## src/rtl/instr_fetch_unit_pkg.sv

```systemverilog
// Shared types and default opcodes for the instruction fetch unit.
package instr_fetch_unit_pkg;

  typedef enum logic [1:0] {
    IDLE     = 2'd0,
    WAIT_ACK = 2'd1,
    DRAIN    = 2'd2
  } fetch_state_e;

  localparam logic [5:0] OPC_J   = 6'h02;
  localparam logic [5:0] OPC_BEQ = 6'h04;
  localparam logic [5:0] OPC_BNE = 6'h05;

  typedef struct packed {
    logic [31:0] data;
    logic [31:0] addr;
  } fetch_entry_t;

endpackage

```

## src/rtl/instr_fifo.sv

```systemverilog
// Circular instruction buffer; pointers wrap naturally since DEPTH is a power of two.
module instr_fifo #(
  parameter int DEPTH = 2,
  parameter int W     = 64
) (
  input  logic                     clk,
  input  logic                     rst,
  input  logic                     flush_i,
  input  logic                     push_i,
  input  logic [W-1:0]             wdata_i,
  input  logic                     pop_i,
  output logic [W-1:0]             rdata_o,
  output logic [$clog2(DEPTH):0]   count_o
);
  import instr_fetch_unit_pkg::*;

  localparam int AW = $clog2(DEPTH);
  localparam int CW = AW + 1;
  localparam logic [CW-1:0] FULL = CW'(DEPTH);

  logic [AW-1:0]             wptr_q, rptr_q;
  logic [CW-1:0]             cnt_q;
  logic [DEPTH-1:0][W-1:0]   mem_q;
  logic                      do_push, do_pop;

  assign do_pop  = pop_i && (cnt_q != '0) && !flush_i;
  assign do_push = push_i && !flush_i && ((cnt_q != FULL) || do_pop);

  always_ff @(posedge clk or posedge rst) begin
    if (rst) begin
      wptr_q <= '0;
      rptr_q <= '0;
      cnt_q  <= '0;
    end else if (flush_i) begin
      wptr_q <= '0;
      rptr_q <= '0;
      cnt_q  <= '0;
    end else begin
      if (do_push) wptr_q <= wptr_q + 1'b1;
      if (do_pop)  rptr_q <= rptr_q + 1'b1;
      case ({do_push, do_pop})
        2'b10:   cnt_q <= cnt_q + 1'b1;
        2'b01:   cnt_q <= cnt_q - 1'b1;
        default: cnt_q <= cnt_q;
      endcase
    end
  end

  // Storage is not reset; the head is masked by the consumer while empty.
  always_ff @(posedge clk) begin
    if (do_push) mem_q[wptr_q] <= wdata_i;
  end

  assign rdata_o = mem_q[rptr_q];
  assign count_o = cnt_q;

endmodule

```

## src/rtl/instr_fetch_unit.sv

```systemverilog
// Single-outstanding instruction fetcher: pc handshake -> memory read -> buffer -> head decode.
module instr_fetch_unit #(
  parameter int         DEPTH   = 2,
  parameter logic [5:0] OPC_J   = instr_fetch_unit_pkg::OPC_J,
  parameter logic [5:0] OPC_BEQ = instr_fetch_unit_pkg::OPC_BEQ,
  parameter logic [5:0] OPC_BNE = instr_fetch_unit_pkg::OPC_BNE
) (
  input  logic        clk,
  input  logic        rst,
  input  logic [31:0] pc_addr,
  input  logic        pc_valid,
  output logic        pc_ready,
  input  logic        flush,
  output logic        mem_req,
  output logic [29:0] mem_addr,
  input  logic        mem_ack,
  input  logic [31:0] mem_rdata,
  output logic [31:0] instr,
  output logic [31:0] instr_addr,
  output logic        instr_valid,
  input  logic        instr_ready,
  output logic [25:0] imm26,
  output logic [15:0] imm16,
  output logic        j,
  output logic        beq,
  output logic        bne,
  output logic        misalign_err
);
  import instr_fetch_unit_pkg::*;

  localparam int CW = $clog2(DEPTH) + 1;
  localparam logic [CW-1:0] DEPTH_C = CW'(DEPTH);

  fetch_state_e  state_q, state_d;
  logic [31:0]   addr_q, addr_d;
  logic          mis_q, mis_d;
  logic [CW-1:0] count;
  fetch_entry_t  wentry, hentry;
  logic          inflight, hs, aligned, push, pop;

  // Only a WAIT_ACK fetch will land in the buffer; a DRAIN fetch is discarded.
  assign inflight = (state_q == WAIT_ACK);
  assign pc_ready = (state_q == IDLE) && !flush &&
                    (({1'b0, count} + {{CW{1'b0}}, inflight}) < {1'b0, DEPTH_C});
  assign hs       = pc_valid && pc_ready;
  assign aligned  = (pc_addr[1:0] == 2'b00);
  assign push     = inflight && mem_ack && !flush;
  assign pop      = instr_valid && instr_ready;
  assign wentry   = '{data: mem_rdata, addr: addr_q};

  always_ff @(posedge clk or posedge rst) begin
    if (rst) begin
      state_q <= IDLE;
      addr_q  <= '0;
      mis_q   <= 1'b0;
    end else begin
      state_q <= state_d;
      addr_q  <= addr_d;
      mis_q   <= mis_d;
    end
  end

  always_comb begin
    state_d = state_q;
    addr_d  = addr_q;
    mis_d   = hs && !aligned;
    case (state_q)
      IDLE: begin
        if (hs && aligned) begin
          addr_d  = pc_addr;
          state_d = WAIT_ACK;
        end
      end
      WAIT_ACK: begin
        if (mem_ack)    state_d = IDLE;
        else if (flush) state_d = DRAIN;
      end
      DRAIN: begin
        if (mem_ack) state_d = IDLE;
      end
      default: state_d = IDLE;
    endcase
  end

  always_comb begin
    mem_req = (state_q == WAIT_ACK) || (state_q == DRAIN);
  end

  assign mem_addr     = addr_q[31:2];
  assign misalign_err = mis_q;

  instr_fifo #(.DEPTH(DEPTH), .W(64)) u_fifo (
    .clk     (clk),
    .rst     (rst),
    .flush_i (flush),
    .push_i  (push),
    .wdata_i (wentry),
    .pop_i   (pop),
    .rdata_o (hentry),
    .count_o (count)
  );

  assign instr_valid = (count != '0);
  assign instr       = instr_valid ? hentry.data : '0;
  assign instr_addr  = instr_valid ? hentry.addr : '0;
  assign imm26       = instr[25:0];
  assign imm16       = instr[15:0];
  assign j           = instr_valid && (instr[31:26] == OPC_J);
  assign beq         = instr_valid && (instr[31:26] == OPC_BEQ);
  assign bne         = instr_valid && (instr[31:26] == OPC_BNE);

endmodule

```

## config.mk

```make
export PLATFORM = sky130hd
export DESIGN_NAME = instr_fetch_unit
export DESIGN_NICKNAME = d
export VERILOG_FILES = /design/src/rtl/instr_fetch_unit_pkg.sv /design/src/rtl/instr_fifo.sv /design/src/rtl/instr_fetch_unit.sv
export SDC_FILE = /design/constraint.sdc
export NUM_CORES = 1
export LEC_CHECK = 0
export ABC_AREA = 1
export CORE_MARGIN = 10
export CORE_UTILIZATION = 48
export CTS_BUF_LIST = sky130_fd_sc_hd__clkbuf_16
export CTS_CLUSTER_SIZE = 24
export DETAILED_ROUTE_END_ITERATION = 6
export PLACE_DENSITY = 0.86
export SLEW_MARGIN = 20
export SYNTH_ARGS = -nofsm -noshare
export SYNTH_HDL_FRONTEND = slang
export SYNTH_HIERARCHICAL = 1
export SYNTH_SLANG_ARGS = --single-unit
```

## constraint.sdc

```tcl
create_clock -name clk -period 5.6 [get_ports clk]
set_input_delay 1.12 -clock clk [delete_from_list [all_inputs] [get_ports clk]]
set_output_delay 1.12 -clock clk [all_outputs]
set_load 0.02 [all_outputs]
```

**After elaboration in Yosys (flattened, before gate mapping)**

Cells that the tools add are included.

- Bits in registers: 167
- Bits of input ports: 70
- Word-level logic and storage cells: 74

- Reduce and logical (&&, ||, !) cells: 28
- Magnitude comparators: 4
- Muxes and demuxes: 18
- Eq/ne operators: 11
- $add $sub $neg: 5

Operator list:

| operator | number |
|---|---|
| two-way mux 64 bit | 3 |
| bitwise mux 128 bit | 1 |
| demux 64 bit (select 1 bit) | 1 |
| two-way mux 32 bit | 2 |
| logical AND 1 bit | 16 |
| equality test 6 x 3 -> 1 bit, second input constant | 2 |
| two-way mux 2 bit | 5 |
| equality test 6 x 2 -> 1 bit, second input constant | 1 |
| case mux 2 bit (3 select lines) | 1 |
| nonzero test 2 bit | 3 |
| equality test 2 x 1 -> 1 bit, second input constant | 2 |
| equality test 2 bit, second input constant | 2 |
| logical NOT 2 bit | 2 |
| < comparator 1 x 2 -> 1 bit, second input constant | 2 |
| two-way mux 1 bit | 4 |
| inequality test 2 bit, second input constant | 2 |
| case mux 2 bit (2 select lines) | 1 |
| adder 2 x 1 -> 3 bit | 1 |
| < comparator 3 x 2 -> 1 bit, second input constant | 1 |
| inequality test 3 bit, second input constant | 1 |
| AND reduction 3 bit | 1 |
| nonzero test 3 bit | 1 |
| adder 1 bit, second input constant | 2 |
| adder 2 x 1 -> 2 bit, second input constant | 1 |
| 6 further kinds | 8 |

**Depth between registers and ports, before layout**

Gate-level depths: netlist of the first run.

- Depth in word-level cells: 9
- Gate-level depth with buffers: 12
- Depth with buffers taken out: 12

**Cells and area by module**

The synthesis of the first run kept the hierarchy.

By module, submodules not included:

| module | sequential area each (um^2) | times used | cells an instance | area each (um^2) |
|---|---|---|---|---|
| instr_fifo | 3943.8 | 1 | 238 | 5037.3 |
| instr_fetch_unit | 875.8 | 1 | 385 | 2558.7 |

**Worst setup path before layout of the first run**

No wires, ideal clock.

- Path kind: input -> register
- Start: in mem_ack
- End: reg u_fifo/mem_q[0] (netlist name), enable pin
- Setup slack: 0.872 ns
- Cell stages on the path: 6
- Arrival time: 4.241 ns
- Setup time: 0.487 ns
- Data required time: 5.113 ns
- Cell sequence: inv_1 > nor3_1 > inv_1 > nor2_1 > nand2_1 > nor2_1

- Cells in the longest elaborated chain, start to end: 4

RTL lines:

| element | RTL line | text |
|---|---|---|
| from (decl) | instr_fetch_unit.sv:16 | `input logic mem_ack,` |
| logical AND 1 bit (2 in a row) | instr_fetch_unit.sv:47 | `assign push = inflight && mem_ack && !flush;` |
| net push | instr_fetch_unit.sv:39 | `logic inflight, hs, aligned, push, pop;` |
| logical AND 1 bit (2 in a row) | instr_fifo.sv:27 | `assign do_push = push_i && !flush_i && ((cnt_q != FULL) \|\| do_pop);` |
| to (signal, indexed assignment) | instr_fifo.sv:51 | `if (do_push) mem_q[wptr_q] <= wdata_i;` |
| to (decl) | instr_fifo.sv:23 | `logic [DEPTH-1:0][W-1:0] mem_q;` |

The timed path passes the listed nets, and every way through them passes these cells.
A chain may end at the register's enable or synchronous reset.

==> impl_metrics.tcl, run 1 <==
set metrics [dict create \
    holdBufCountCts 0 \
    cts_buffers 17 \
    area_growth_pct 30.7 \
    grt.total_usage_pct 15.4 \
    n_antenna_cell 0 \
    crit_type "reg2out" \
    postCtsSetupRepairBufs 0 \
    initial_core_util_pct 49.4 \
    synth.cell_area_um2 7600 \
    clk-insertion-delay-late_ns 0.42 \
    gp_congestion 0.770 \
    power_density_nw_per_um2 495 \
    clkTransAtPathRegs_ns 0.06 \
    setup_slack_ns 1.53 \
    cts-root-buf "clkbuf_16" \
    synth_most_common_cell "edfxtp_1" \
    max_slew_margin_pct 48.1 \
    h-tree-depth 4 \
    yosysWarnings 6 \
    fp.dieH_um 146 \
    viasPerCell 4.64 \
    wl_met3_um 1360 \
    syn-instance-count 623 \
    ys_seq_area_share_pct 63.4 \
    postSynthAreaPerCell_um2 12.2 \
    grt_pass1_wl_um 26000 \
    synth.top_cell.area_share_pct 50.6 \
    synth_area_leader_cell "edfxtp_1" \
    grt_pass1_vias 4772 \
    rows 45 \
    port_buffers 212 \
    drtPass1Iterations 4 \
    multiInputGateArea_um2 1780 \
    end_kind "primary output" \
    fin_skew_ns 0.00966 \
    drv_cap 0 \
    netlist_top_cells_area "edfxtp_1 51%, dfrtp_1 13%, mux2_4 7.5%" \
    synth.cells.most_frequent "128 x edfxtp_1, 106 x nand2_1, 81 x inv_1, 79 x nor2_1, 72 x buf_4" \
    synth-edff-count 128 \
    hold_slack_ns 0.466 \
    cts_buffer_depth 2 \
    drive_gt1_share_pct 14.7 \
    hold_violations 0 \
    drt_wl_total_um 16600 \
    die_width_um 146 \
    setup_tns_ns 0 \
    wl_met2_um 8540 \
    grt_max_degree 64 \
    critPathMaxFanout 37 \
    post_cts_resize_count 0 \
    maxClockFrequency_mhz 246 \
    ant_nets 0 \
    grt_setup_unrepaired "no" \
    worstMarginPinSlew_ns 0.778 \
    hpwl_um 11800 \
    path_cells "buf_4, mux2_2, inv_1, nor2_1, clkdlybuf4s50_1" \
    globalRoute.totalOverflow 0 \
    drtIter0Drc 245 \
    finalNetCount 842 \
    dr_total_vias 4603 \
    min_period_ns 4.07 \
    worstHoldPathType "reg2reg" \
    ir_drop_v 0.000305 \
    slowest_stage "dfrtp_4" \
    pre_cts_slack_ns 1.94 \
    drc_errors 0 \
    die_area_um2 21300 \
    async_flop_share_pct 23.4 \
    min_period_over_period_pct 72.7 \
    netlist-cell-type-count 24 \
    met1_length_um 6520 \
    pin_count 213 \
    wire_per_inst_um 16.7 \
    crit_required_ns 4.48 \
    start_kind "flop" \
    yosys_most_used_dff "edfxtp_1" \
    regArea_um2 4820 \
    coreArea_um2 15400 \
    fillers 1117 \
    ys_seq_elements 167 \
    syn_nets 697 \
    p_leak_nw 4.06 \
    slowest_delay_ns 0.78 \
    arrival_ns 2.95 \
    cts_tree "built" \
    setup_viol 0 \
    status "finished, final reports clean" \
    antenna_found_initial 0 \
    top_layer "met4" \
    cts_num_sinks 167 \
    fin_total_pwr_mw 4.92 \
    report.final.slew_viol_count 0 \
]
flip-flops by register name, indices dropped and copies added, names as in the netlist:
signal,count
u_fifo/wptr_q,1
misalign_err,1
state_q,2
u_fifo/count_o,2
addr_q,32
u_fifo/rptr_q,1
u_fifo/mem_q,128
layout by cell type (no fill, tap or decap):
| cell | count |
|---|---|
| nand4_1 | 3 |
| inv_2 | 3 |
| nand2_1 | 106 |
| dfrtp_1 | 38 |
| nor2_1 | 76 |
| clkinvlp_4 | 2 |
| mux2_2 | 26 |
| edfxtp_1 | 128 |
| clkinv_1 | 4 |
| clkinv_4 | 4 |
| xnor2_1 | 1 |
| bufinv_16 | 1 |
| ha_1 | 4 |
| clkdlybuf4s50_1 | 212 |
| nand3_1 | 8 |
| nor2_4 | 4 |
| clkbuf_16 | 17 |
| dfrtp_4 | 1 |
| mux2_4 | 38 |
| nand3_2 | 1 |
| buf_4 | 5 |
| nor3_1 | 2 |
| o21ai_1 | 1 |
| a21oi_1 | 1 |
| clkinv_2 | 4 |
| inv_6 | 3 |
| nand2_2 | 5 |
| o21bai_1 | 1 |
| buf_12 | 1 |
| o21ai_0 | 1 |
| inv_1 | 80 |
path summary, 6_finish.rpt:
check                             startpoint                to  slack, ns  depth (start not counted)
max in group asynchronous                rst        addr_q[21]       3.93                          3
setup reg to reg           u_fifo/count_o[1]  u_fifo/mem_q[25]       2.86                          8
hold reg to reg                    addr_q[1]   u_fifo/mem_q[1]       0.47                          0
setup / recovery               u_fifo/rptr_q    instr_addr[24]       1.53                          5
min in group asynchronous                rst     u_fifo/rptr_q       0.95                          2
hold / removal                     addr_q[1]   u_fifo/mem_q[1]       0.47                          0
final cells by class:
cell class | count | area share, %
Sequential cell | 167 | 48.6
Multi-Input combinational cell | 278 | 18.0
Tap cell | 211 | 2.66
Timing Repair Buffer | 218 | 22.0
Clock buffer | 17 | 4.28
Clock inverter | 15 | 1.29
Inverter | 86 | 3.28
logic make-up after synthesis:
logic type	after synthesis	share of synthesized area, %
AOI/OAI and AO/OA	4	0.296
xor gates and xnor gates	1	0.115
adders and majority gates	4	0.659
buffers and inverters	178	13.4
DFF	167	63.4
muxes	64	11.4
and+or+nand+nor	205	10.7
power by group:
| part | internal (mW) | leakage (nW) | total, mW | switching, mW |
|---|---|---|---|---|
| logic | 0.958 | 2.14 | 2.09 | 1.13 |
| registers | 1.57 | 1.66 | 1.74 | 0.173 |
| clock network | 0.612 | 0.267 | 1.09 | 0.475 |
per-stage QoR:
| stage | area, um^2 | util [%] | cells |
|---|---|---|---|
| 2_1_floorplan | 7600 | - | 623 |
| 3_3_place_gp | 9380 | 61.0 | 960 |
| 3_5_place_dp | 9380 | 61.0 | 960 |
| 4_1_cts | 9930 | 64.6 | 992 |
| 5_1_grt | 9930 | 64.6 | 992 |
| 6_report | 9930 | 64.6 | 992 |
layer usage:
metal  track usage [%]  vias up
met2              27.2      158
met5                 0        -
met1              16.5     2203
met3              6.18       11
met4              4.85        0
li1                  -     2231
worst max-delay path, delay by kind of cell, from the launching register on:
kind          cells  cell delay, ns
simple gates      1            0.04
buf+inv           3            1.21
flops             1            0.78
mux               1            0.41
No activity file was read; power rests on OpenSTA's default activity.
==> run 2: changes to the inputs <==
CORE_UTILIZATION = 44   (was 48)
PLACE_DENSITY = 0.83   (was 0.86)
clock period = 3.4 ns   (was 5.6 ns; I/O delays follow)
==> impl_metrics.tcl, run 2 (synthesis gave the netlist of run 1 again) <==
set metrics [dict create \
    drc_errors 0 \
    wire_per_inst_um 17.0 \
    cts_buffers 17 \
    end_kind "primary output" \
    layout_commonest_cell "clkdlybuf4s50_1" \
    p_leak_nw 4.07 \
    holdBufCountCts 0 \
    postCtsSetupRepairBufs 0 \
    largest_register_ffs 128 \
    min_path_cells 0 \
    min_from "addr_q[0]" \
    crit_required_ns 2.72 \
    setup_tns_ns 0 \
    h-tree-depth 4 \
    min_period_ns 3.22 \
    gp_congestion 0.847 \
    grt_pass1_wl_um 25700 \
    largest_register "u_fifo/mem_q" \
    ant_nets 0 \
    status "finished, final reports clean" \
    port_buffers 212 \
    rrSetupSlack_ns 0.95 \
    combPwrFrac_pct 43.6 \
    grt_max_degree 53 \
    slowest_stage "clkdlybuf4s50_1" \
    coreArea_um2 16800 \
    intPower_mw 5.10 \
    critPathMaxFanout 20 \
    die_width_um 151 \
    max_slew_margin_pct 44.6 \
    hpwl_um 12300 \
    fin_skew_ns 0.00745 \
    antenna_found_initial 1 \
    min_period_over_period_pct 94.7 \
    drtIter0Drc 198 \
    pin_count 213 \
    post_cts_resize_count 0 \
    globalRoute.totalOverflow 0 \
    critical_path.reg2reg.endpoint "u_fifo/mem_q[25]" \
    path_cells "buf_4, mux2_2, inv_1, nor2_1, clkdlybuf4s50_1" \
    start_kind "flop" \
    cts_num_sinks 167 \
    cts_buffer_depth 2 \
    hold_violations 0 \
    hold_slack_ns 0.474 \
    clk-insertion-delay-late_ns 0.41 \
    viasPerCell 4.61 \
    initial_core_util_pct 45.3 \
    worst-path-stages 5 \
    n_antenna_cell 0 \
    rows 47 \
    drtPass1Iterations 6 \
    area_growth_pct 30.8 \
    drt_wl_total_um 17100 \
    cpLargestDelayFamily "buffers and inverters" \
    power_density_nw_per_um2 805 \
    final_cell_mix "212 x clkdlybuf4s50_1, 128 x edfxtp_1, 106 x nand2_1, 82 x inv_1, 76 x nor2_1" \
    grt.total_usage_pct 14.7 \
    arrival_ns 2.54 \
    finalNetCount 845 \
    grt_pass1_vias 4882 \
    setup_viol 0 \
    cts_tree "built" \
    largestRegisters "u_fifo/mem_q: 128 flops, addr_q: 32 flops" \
    rr_startpoint "u_fifo/count_o[1]" \
    drv_cap 0 \
    drive_gt1_share_pct 15.1 \
    crit_type "reg2out" \
    worstMarginPinSlew_ns 0.830 \
    cp.buffers_inverters 3 \
    ir_drop_v 0.000448 \
    min_to "u_fifo/mem_q[0]" \
    p_clk_share_pct 20.8 \
    switchingPower_mw 2.90 \
    maxClockFrequency_mhz 310 \
    dr_total_vias 4626 \
    clkTransAtPathRegs_ns 0.06 \
    report.final.slew_viol_count 0 \
    slowest_delay_ns 0.67 \
    reg2reg_depth 8 \
    die_area_um2 22900 \
    worstHoldPathType "reg2reg" \
    cts-root-buf "clkbuf_16" \
    fp.dieH_um 151 \
    grt_setup_unrepaired "no" \
    p_sw_share_pct 36.3 \
    seqPwrFrac_pct 35.5 \
]
-- run 2: cell types whose count changed in the layout (fill, tap and decap cells not counted) --
cell        before  now
clkinvlp_4       2    4
clkinv_2         4    5
buf_12           1    2
inv_2            3    4
buf_4            5    7
inv_1           80   82
bufinv_16        1    0
clkinv_4         4    1
inv_4            0    2
clkinv_1         4    2
inv_6            3    1
-- run 2: per-layer routing --
layer  GRT usage [%]  vias to the layer above  part of all wire [%]  wire [um]
met2            25.7                      164                    50       8560
met5               0                        -                 0.076         13
met1            15.3                     2196                    39       6620
met4            6.59                        2                   2.5        431
li1                -                     2238                     -          -
met3            5.49                       26                   8.6       1480
-- run 2: worst max-delay path by stage --
stage | to | slack, ns | start
after CTS | instr[10] | 0.12 | u_fifo/rptr_q
after floorplan | u_fifo/mem_q[0] | 0.18 | mem_ack
after global placement | imm16[10] | 0.62 | u_fifo/rptr_q
final | instr[10] | 0.18 | u_fifo/rptr_q
after global routing | bne | 0.03 | u_fifo/rptr_q
after detailed placement | pc_ready | 0.56 | flush
-- run 2: area by class of cell --
cell class,count,area [um^2]
fillers,1350,6820
flip-flops and latches,167,4820
repair buffers,221,2210
multi-input cells,278,1780
clock buffers,17,425
inverters,86,325
well taps,220,275
clock inverters,15,90.1
-- run 2: worst register-to-register path: cells and delay by family, from the launching register on --
| kind | cells | cell delay [ns] |
|---|---|---|
| flops | 1 | 0.51 |
| simple gates | 5 | 0.74 |
| buf+inv | 3 | 0.81 |
-- run 2: power groups by stage --
stage | Sequential, mW | Clock (mW) | Combinational, mW
CTS | 2.85 | 1.71 | 3.56
detailed placement | 2.88 | 0 | 3.54
floorplan | 2.78 | 0 | 2.39
global placement | 2.86 | 0 | 3.49
finish | 2.84 | 1.67 | 3.49
global route | 2.89 | 1.80 | 3.74
-- run 2: stage by stage --
step	power (mW)	cells	setup WS (ns)	cell area, um^2	utilization, %
floorplan	5.17	623	0.176	7600	-
global placement	6.35	972	0.620	9420	56.2
detailed placement	6.42	972	0.565	9420	56.2
CTS	8.11	1004	0.117	9940	59.3
global route	8.42	1004	0.0347	9940	59.3
finish	8.00	1004	0.179	9940	59.3
